$ cat config.mk
export PLATFORM = sky130hd
export DESIGN_NAME = jtag_master_flat
export DESIGN_NICKNAME = d
export VERILOG_FILES = /design/src/rtl/jtag_master_if.sv /design/src/rtl/jtag_master.sv /design/src/flat_wrapper.sv
export SDC_FILE = /design/constraint.sdc
export NUM_CORES = 1
export LEC_CHECK = 0
export BUFFER_PORTS_ARGS = -buffer_cell sky130_fd_sc_hd__clkbuf_2
export CAP_MARGIN = 40
export CORE_ASPECT_RATIO = 1.5
export CORE_MARGIN = 4
export CORE_UTILIZATION = 45
export DETAILED_ROUTE_END_ITERATION = 6
export PLACE_DENSITY = 0.64
export SLEW_MARGIN = 20
export SYNTH_ARGS = -nofsm -noshare
export SYNTH_HDL_FRONTEND = slang
export SYNTH_SLANG_ARGS = --single-unit
$ cat constraint.sdc
create_clock -name clk -period 3.6 [get_ports clk]
set_clock_uncertainty 0.05 [all_clocks]
set_input_delay 0 -clock clk [delete_from_list [all_inputs] [get_ports clk]]
set_output_delay 0 -clock clk [all_outputs]
set_load 0.01 [all_outputs]
$ cat src/rtl/jtag_master_if.sv
// Local-controller and TAP-pin signal bundle for jtag_master.
// runtest_cycles exists only when JTAG_MASTER_RUNTEST_EN is defined.
interface jtag_master_if #(
  parameter int MAX_LEN = 16,
  parameter int LEN_W   = 5
);
  // Request handshake: start acts as valid and is taken only in a cycle with
  // busy=0 and done=0; is_ir/len/data_in (and runtest_cycles) must be stable
  // in that cycle. done is a one-cycle completion pulse that also qualifies
  // data_out. Requests raised while busy (or during done) are dropped.
  logic               start;
  logic               is_ir;
  logic [LEN_W-1:0]   len;
  logic [MAX_LEN-1:0] data_in;
  logic               busy;
  logic               done;
  logic [MAX_LEN-1:0] data_out;
  logic               tck_o;
  logic               tms;
  logic               tdi_o;
  logic               tdo_i;
`ifdef JTAG_MASTER_RUNTEST_EN
  logic [3:0]         runtest_cycles;

  modport master (
    input  start, is_ir, len, data_in, tdo_i, runtest_cycles,
    output busy, done, data_out, tck_o, tms, tdi_o
  );
  modport slave (
    output start, is_ir, len, data_in, tdo_i, runtest_cycles,
    input  busy, done, data_out, tck_o, tms, tdi_o
  );
`else
  modport master (
    input  start, is_ir, len, data_in, tdo_i,
    output busy, done, data_out, tck_o, tms, tdi_o
  );
  modport slave (
    output start, is_ir, len, data_in, tdo_i,
    input  busy, done, data_out, tck_o, tms, tdi_o
  );
`endif
endinterface

$ cat src/rtl/jtag_master.sv
// JTAG host scan engine: one LSB-first IR or DR scan per request, RTI to RTI.
// Optional macro JTAG_MASTER_RUNTEST_EN adds extra Run-Test/Idle TCK pulses.
module jtag_master #(
  parameter int CLK_DIV = 2,
  parameter int MAX_LEN = 16,
  parameter int LEN_W   = 5
) (
  input  logic               clk,
  input  logic               rst,
  jtag_master_if.master      bus,
  output logic [3:0]         dbg_state
);
  localparam int CNT_W = (LEN_W > 4) ? LEN_W : 4;
  localparam int IDX_W = (MAX_LEN > 1) ? $clog2(MAX_LEN) : 1;
  localparam int DIV_W = (CLK_DIV > 1) ? $clog2(CLK_DIV) : 1;
  localparam logic [DIV_W-1:0] DIV_LAST = DIV_W'(CLK_DIV - 1);
  localparam logic [LEN_W-1:0] LEN_MAX  = LEN_W'(MAX_LEN);

  localparam logic [3:0] ST_INIT    = 4'd0;
  localparam logic [3:0] ST_IDLE    = 4'd1;
  localparam logic [3:0] ST_SEL_DR  = 4'd2;
  localparam logic [3:0] ST_SEL_IR  = 4'd3;
  localparam logic [3:0] ST_CAPTURE = 4'd4;
  localparam logic [3:0] ST_SHIFT   = 4'd5;
  localparam logic [3:0] ST_EXIT1   = 4'd6;
  localparam logic [3:0] ST_UPDATE  = 4'd7;
  localparam logic [3:0] ST_RUNTEST = 4'd8;
  localparam logic [3:0] ST_FINISH  = 4'd9;

  logic [3:0]         state;
  logic [DIV_W-1:0]   div_cnt;
  logic [CNT_W-1:0]   cnt;
  logic               is_ir_q;
  logic [LEN_W-1:0]   len_q;
  logic [MAX_LEN-1:0] data_q;
  logic [MAX_LEN-1:0] shreg;
`ifdef JTAG_MASTER_RUNTEST_EN
  logic [3:0]         rt_q;
`endif

  logic               running, tick, rise, fall;
  logic [CNT_W-1:0]   cnt_inc, len_c;
  logic [LEN_W-1:0]   len_eff;

  assign running   = (state != ST_IDLE) && (state != ST_FINISH);
  assign tick      = running && (div_cnt == DIV_LAST);
  assign rise      = tick && !bus.tck_o;
  assign fall      = tick &&  bus.tck_o;
  assign cnt_inc   = cnt + CNT_W'(1);
  assign len_c     = CNT_W'(len_q);
  assign len_eff   = (bus.len > LEN_MAX) ? LEN_MAX : bus.len;
  assign dbg_state = state;

  // Each non-idle state owns one or more whole TCK pulses; TMS/TDI for the
  // next pulse are set up on the falling tick that closes the current one.
  always_ff @(posedge clk) begin
    if (rst) begin
      state        <= ST_INIT;
      div_cnt      <= '0;
      cnt          <= '0;
      is_ir_q      <= 1'b0;
      len_q        <= '0;
      data_q       <= '0;
      shreg        <= '0;
      bus.tck_o    <= 1'b0;
      bus.tms      <= 1'b1;
      bus.tdi_o    <= 1'b0;
      bus.busy     <= 1'b1;
      bus.done     <= 1'b0;
      bus.data_out <= '0;
`ifdef JTAG_MASTER_RUNTEST_EN
      rt_q         <= '0;
`endif
    end else begin
      bus.done <= 1'b0;
      if (tick) begin
        div_cnt   <= '0;
        bus.tck_o <= ~bus.tck_o;
      end else if (running) begin
        div_cnt <= div_cnt + 1'b1;
      end else begin
        div_cnt <= '0;
      end
      if (rise && state == ST_SHIFT) shreg[cnt[IDX_W-1:0]] <= bus.tdo_i;

      case (state)
        ST_INIT: if (fall) begin
          cnt <= cnt_inc;
          if (cnt == CNT_W'(4)) bus.tms <= 1'b0;
          if (cnt == CNT_W'(5)) begin
            state    <= ST_IDLE;
            bus.busy <= 1'b0;
          end
        end
        // done is checked so a request coinciding with completion is dropped.
        ST_IDLE: if (bus.start && !bus.done) begin
          is_ir_q  <= bus.is_ir;
          len_q    <= len_eff;
          data_q   <= bus.data_in;
          shreg    <= '0;
          cnt      <= '0;
          bus.busy <= 1'b1;
`ifdef JTAG_MASTER_RUNTEST_EN
          rt_q     <= bus.runtest_cycles;
`endif
          if (len_eff == '0) begin
            state <= ST_FINISH;
          end else begin
            state   <= ST_SEL_DR;
            bus.tms <= 1'b1;
          end
        end
        ST_SEL_DR: if (fall) begin
          state   <= is_ir_q ? ST_SEL_IR : ST_CAPTURE;
          bus.tms <= is_ir_q;
          cnt     <= '0;
        end
        ST_SEL_IR: if (fall) begin
          state   <= ST_CAPTURE;
          bus.tms <= 1'b0;
          cnt     <= '0;
        end
        // Two TMS=0 pulses: into Capture, then Capture -> Shift.
        ST_CAPTURE: if (fall) begin
          if (cnt == '0) begin
            cnt <= cnt_inc;
          end else begin
            state     <= ST_SHIFT;
            cnt       <= '0;
            bus.tdi_o <= data_q[0];
            bus.tms   <= (len_q == LEN_W'(1));
          end
        end
        ST_SHIFT: if (fall) begin
          if (cnt_inc == len_c) begin
            state     <= ST_EXIT1;
            bus.tms   <= 1'b1;
            bus.tdi_o <= 1'b0;
          end else begin
            cnt       <= cnt_inc;
            bus.tdi_o <= data_q[cnt_inc[IDX_W-1:0]];
            bus.tms   <= ((cnt_inc + CNT_W'(1)) == len_c);
          end
        end
        ST_EXIT1: if (fall) begin
          state   <= ST_UPDATE;
          bus.tms <= 1'b0;
        end
        ST_UPDATE: if (fall) begin
`ifdef JTAG_MASTER_RUNTEST_EN
          if (rt_q != 4'd0) begin
            state <= ST_RUNTEST;
            cnt   <= '0;
          end else begin
            state <= ST_FINISH;
          end
`else
          state <= ST_FINISH;
`endif
        end
        ST_RUNTEST: begin
`ifdef JTAG_MASTER_RUNTEST_EN
          if (fall) begin
            if (cnt_inc == CNT_W'(rt_q)) state <= ST_FINISH;
            else                         cnt   <= cnt_inc;
          end
`else
          state <= ST_FINISH;
`endif
        end
        ST_FINISH: begin
          bus.done <= 1'b1;
          bus.busy <= 1'b0;
          if (len_q != '0) bus.data_out <= shreg;
          state <= ST_IDLE;
        end
        default: state <= ST_INIT;
      endcase
    end
  end
endmodule

$ cat src/flat_wrapper.sv
// flat-port wrapper written by rule: the top's interface ports become plain ports
module jtag_master_flat 
#(
  parameter int CLK_DIV = 2,
  parameter int MAX_LEN = 16,
  parameter int LEN_W   = 5
)
  (clk, rst, dbg_state, bus_start, bus_is_ir, bus_len, bus_data_in, bus_tdo_i, bus_busy, bus_done, bus_data_out, bus_tck_o, bus_tms, bus_tdi_o);
  jtag_master_if #(.MAX_LEN(MAX_LEN), .LEN_W(LEN_W)) bus_i ();
  input  logic clk;
  input  logic rst;
  output logic [3:0] dbg_state;
  input wire logic [$bits(bus_i.start)-1:0] bus_start;
  input wire logic [$bits(bus_i.is_ir)-1:0] bus_is_ir;
  input wire logic [$bits(bus_i.len)-1:0] bus_len;
  input wire logic [$bits(bus_i.data_in)-1:0] bus_data_in;
  input wire logic [$bits(bus_i.tdo_i)-1:0] bus_tdo_i;
  output wire logic [$bits(bus_i.busy)-1:0] bus_busy;
  output wire logic [$bits(bus_i.done)-1:0] bus_done;
  output wire logic [$bits(bus_i.data_out)-1:0] bus_data_out;
  output wire logic [$bits(bus_i.tck_o)-1:0] bus_tck_o;
  output wire logic [$bits(bus_i.tms)-1:0] bus_tms;
  output wire logic [$bits(bus_i.tdi_o)-1:0] bus_tdi_o;
  assign bus_i.start = bus_start;
  assign bus_i.is_ir = bus_is_ir;
  assign bus_i.len = bus_len;
  assign bus_i.data_in = bus_data_in;
  assign bus_i.tdo_i = bus_tdo_i;
  assign bus_busy = bus_i.busy;
  assign bus_done = bus_i.done;
  assign bus_data_out = bus_i.data_out;
  assign bus_tck_o = bus_i.tck_o;
  assign bus_tms = bus_i.tms;
  assign bus_tdi_o = bus_i.tdi_o;
  jtag_master #(.CLK_DIV(CLK_DIV), .MAX_LEN(MAX_LEN), .LEN_W(LEN_W)) u_core (.clk(clk), .rst(rst), .bus(bus_i), .dbg_state(dbg_state));
endmodule
==> impl_results.md <==
- Most frequent cells in the layout: nand2_1, dfxtp_1, clkbuf_2
- Static leakage: 0.00178 µW
- Ys Warns: 0
- Hold Path Depth: 3
- Horiz. Die Dim: 81.7 µm
- Period utilisation layout: 77.3%
- Via density: 5.31
- Ys flop type: dfxtp_1
- XOR/XNOR Fraction of Synth Area: 3.00%
- Syn nets: 456
- Final core occ: 55.7%
- Crit path depth: 6
- Min Tclk post-route: 2.78 ns
- CTS HTree Levels: 3
- Area leader, netlist: dfxtp_1
- Crit-path max cell delay: 0.66 ns
- Initial DRT Pass Iterations: 4
- CP Cell Sequence: inv_1 -> ha_1 -> mux4_2 -> mux4_2 -> a21oi_1 -> nor3_1
- Initial antenna violation count: 0
- Synth Area in Simple Gates: 24.1%
- Compound-Gate Fraction of Synth Area: 18.0%
- Adder-Cell Fraction of Synth Area: 1.37%
- Post-synth EDFFs: 0
- Post-DRT Antenna Nets: 0
- IO buf count: 50
- Grt total ovfl: 0
- Worst skew pair latency: 0.34 ns
- Ys async rst share: 0%
- Synth-to-layout area growth: 21.0%
- CP Class: reg -> reg
- Min-Delay Path Class: in -> reg
- Wirelength per Cell: 14.4 µm
- Slew Limit Fails: 0
- Status: complete, no violations
- Largest net degree at the start of global routing: 35
- Slowest CP cell: dfxtp_1
- Cell mode on critical path: mux4_2
- NumNets Final: 514
- Worst reg2reg path depth: 6
- CP startpoint kind: register
- CTS root buf: clkbuf_16
- Commonest non-fill, non-tap cell in the layout: nand2_1
- Worst slew margin relative to its limit: 50.6%
- TritonCTS clock tree: built
- Initial Util: 46.1%
- Die area: 9680 µm²
- DR iter-0 viols: 129
- Fmax achieved: 359 MHz
- # diodes: 0
- Aggregate global-route resource usage: 19.1%
- Pwr Density: 408 nW/µm²
- Synth Instances: 426
- Routed via count: 3157
- Peak VDD IR: 0.308 mV
- Mux share of post-synthesis cell area: 9.12%
- Mapped Avg Cell Area: 8.60 µm²
- WHS: 0.0607 ns
- Setup bufs post-CTS: 0
- Count of unique library cells instantiated by Yosys: 67
- Global-route wire length before repair: 14400 µm
- Endpoints failing setup: 0
- GP Congestion: 0.887
- Number of synthesized register bits: 69
- Ratio of cells with drive above 1 in the final layout: 18.6%
- Max-cap violations: 0
- I/O pin count: 51
- Hpwl dp: 6010 µm
- Worst EP required: 3.74 ns
- Worst Path Max Fanout: 16
- Row cnt: 40
- DRC viols: 0
- Largest family of logic cells by synthesized area: simple AND/OR/NAND/NOR gates
- CTS Buffer Depth: 2
- Clk slew on worst S/H paths: 0.06 ns
- Die height: 119 µm
- Number of buffers created by CTS: 9
- Synth top area share: 37.7%
- RSZ-0062 raised after global routing: no
- Arrival @ worst endpoint: 2.93 ns
- Final wirelength: 8530 µm
- Final Hold Vio Count: 0
- Family with the most delay on the worst path: multiplexers
- Setup TNS Final: 0 ns
- CTS sink cnt: 69
- Vias in the first global route: 2983
- Worst slew pin tran: 0.737 ns
- CORE AREA: 7960 µm²
- Share of the yosys chip area belonging to registers: 37.7%
- Mapped cell area: 3660 µm²
- WP buf/inv: 1
- Top cells by area, synth: dfxtp_1, nand2_1, a21oi_1
- Crit end category: register
==> per-stage QoR <==
step	power, µW	setup WS [ns]	cell area [µm²]	std cells
after detailed placement	851	0.804	3870	554
after global placement	850	0.861	3870	554
after floorplan	830	0.985	3660	426
after CTS	1830	0.799	4430	594
after global routing	1870	0.641	4430	594
final	1810	0.817	4430	594
==> layout make-up <==
type,count,area (µm²)
Clock inverter,6,86.3
Tap cell,105,131
Sequential cell,69,1380
Fill cell,751,3520
Timing Repair Buffer,79,528
Multi-Input combinational cell,316,2030
Inverter,9,33.8
Clock buffer,10,239
==> per-layer routing <==
metal  global-route usage, %  vias to the layer above  part of all wire (%)
met2                    31.8                       62                    51
met5                       0                        -                     0
met1                    22.7                     1466                    42
met4                    8.63                        0                   2.8
li1                        -                     1607                     -
met3                    4.80                       22                   4.1
==> power by group <==
part	leakage, µW	total, µW	switching [µW]	internal (µW)
logic	0.00107	80.1	39.4	40.7
clock network	0.000158	957	334	623
registers	0.000556	773	6.39	767
==> timing repair <==
action                    in CTS  in global routing
hold buffers                  24                  0
gates resized for setup        0                  0
hold endpoints to repair      22                  0
==> sequential cells by signal (all words and copies together) (netlist names) <==
name                 cells
u_core.bus.busy          1
u_core.bus.data_out     16
u_core.bus.done          1
u_core.bus.tck_o         1
u_core.bus.tdi_o         1
u_core.bus.tms           1
u_core.cnt               5
u_core.data_q           16
u_core.dbg_state         4
u_core.div_cnt           1
u_core.is_ir_q           1
u_core.len_c             5
u_core.shreg            16
==> path summary, 6_finish.rpt <==
kind / startpoint / to / slack, ns
setup / recovery: u_core.cnt[0] / u_core.bus.tdi_o / 0.82
hold / removal: bus_tdo_i / u_core.shreg[4] / 0.06
setup reg to reg: u_core.cnt[0] / u_core.bus.tdi_o / 0.82
hold reg to reg: u_core.shreg[1] / u_core.shreg[1] / 0.40
==> kinds of logic after synthesis <==
group	count (synthesis)
xor gates and xnor gates	11
buffers and inverters	41
adders and majority gates	4
muxes	27
DFF	69
and+or+nand+nor	175
AOI/OAI and AO/OA	99
==> synthesized netlist by cell type, types with 2 or more instances <==
library cell / n
inv_1: 8
ha_1: 4
or4_4: 2
nand3_1: 19
nor2_1: 31
nor4_1: 2
mux2i_1: 21
mux4_2: 5
a31oi_1: 4
nand4_1: 2
and3_1: 2
and4_1: 2
o21bai_1: 3
a21boi_1: 2
o21ai_1: 4
nand2_1: 74
nor4b_2: 2
dfxtp_1: 69
and2_1: 7
nand2b_1: 11
nand3b_1: 6
buf_4: 2
nor3_1: 5
a21oi_1: 45
xor2_1: 6
nor2b_1: 5
a21o_1: 4
clkbuf_1: 8
buf_6: 4
o21ai_0: 14
xnor2_1: 4
buf_2: 13
o211ai_1: 2
==> tightest hold or removal path, cell delays in order <==
cell      delay (ns)
clkbuf_2        0.22
nand3_1         0.12
a21oi_1         0.06
Power figures use the tool's default switching activity.
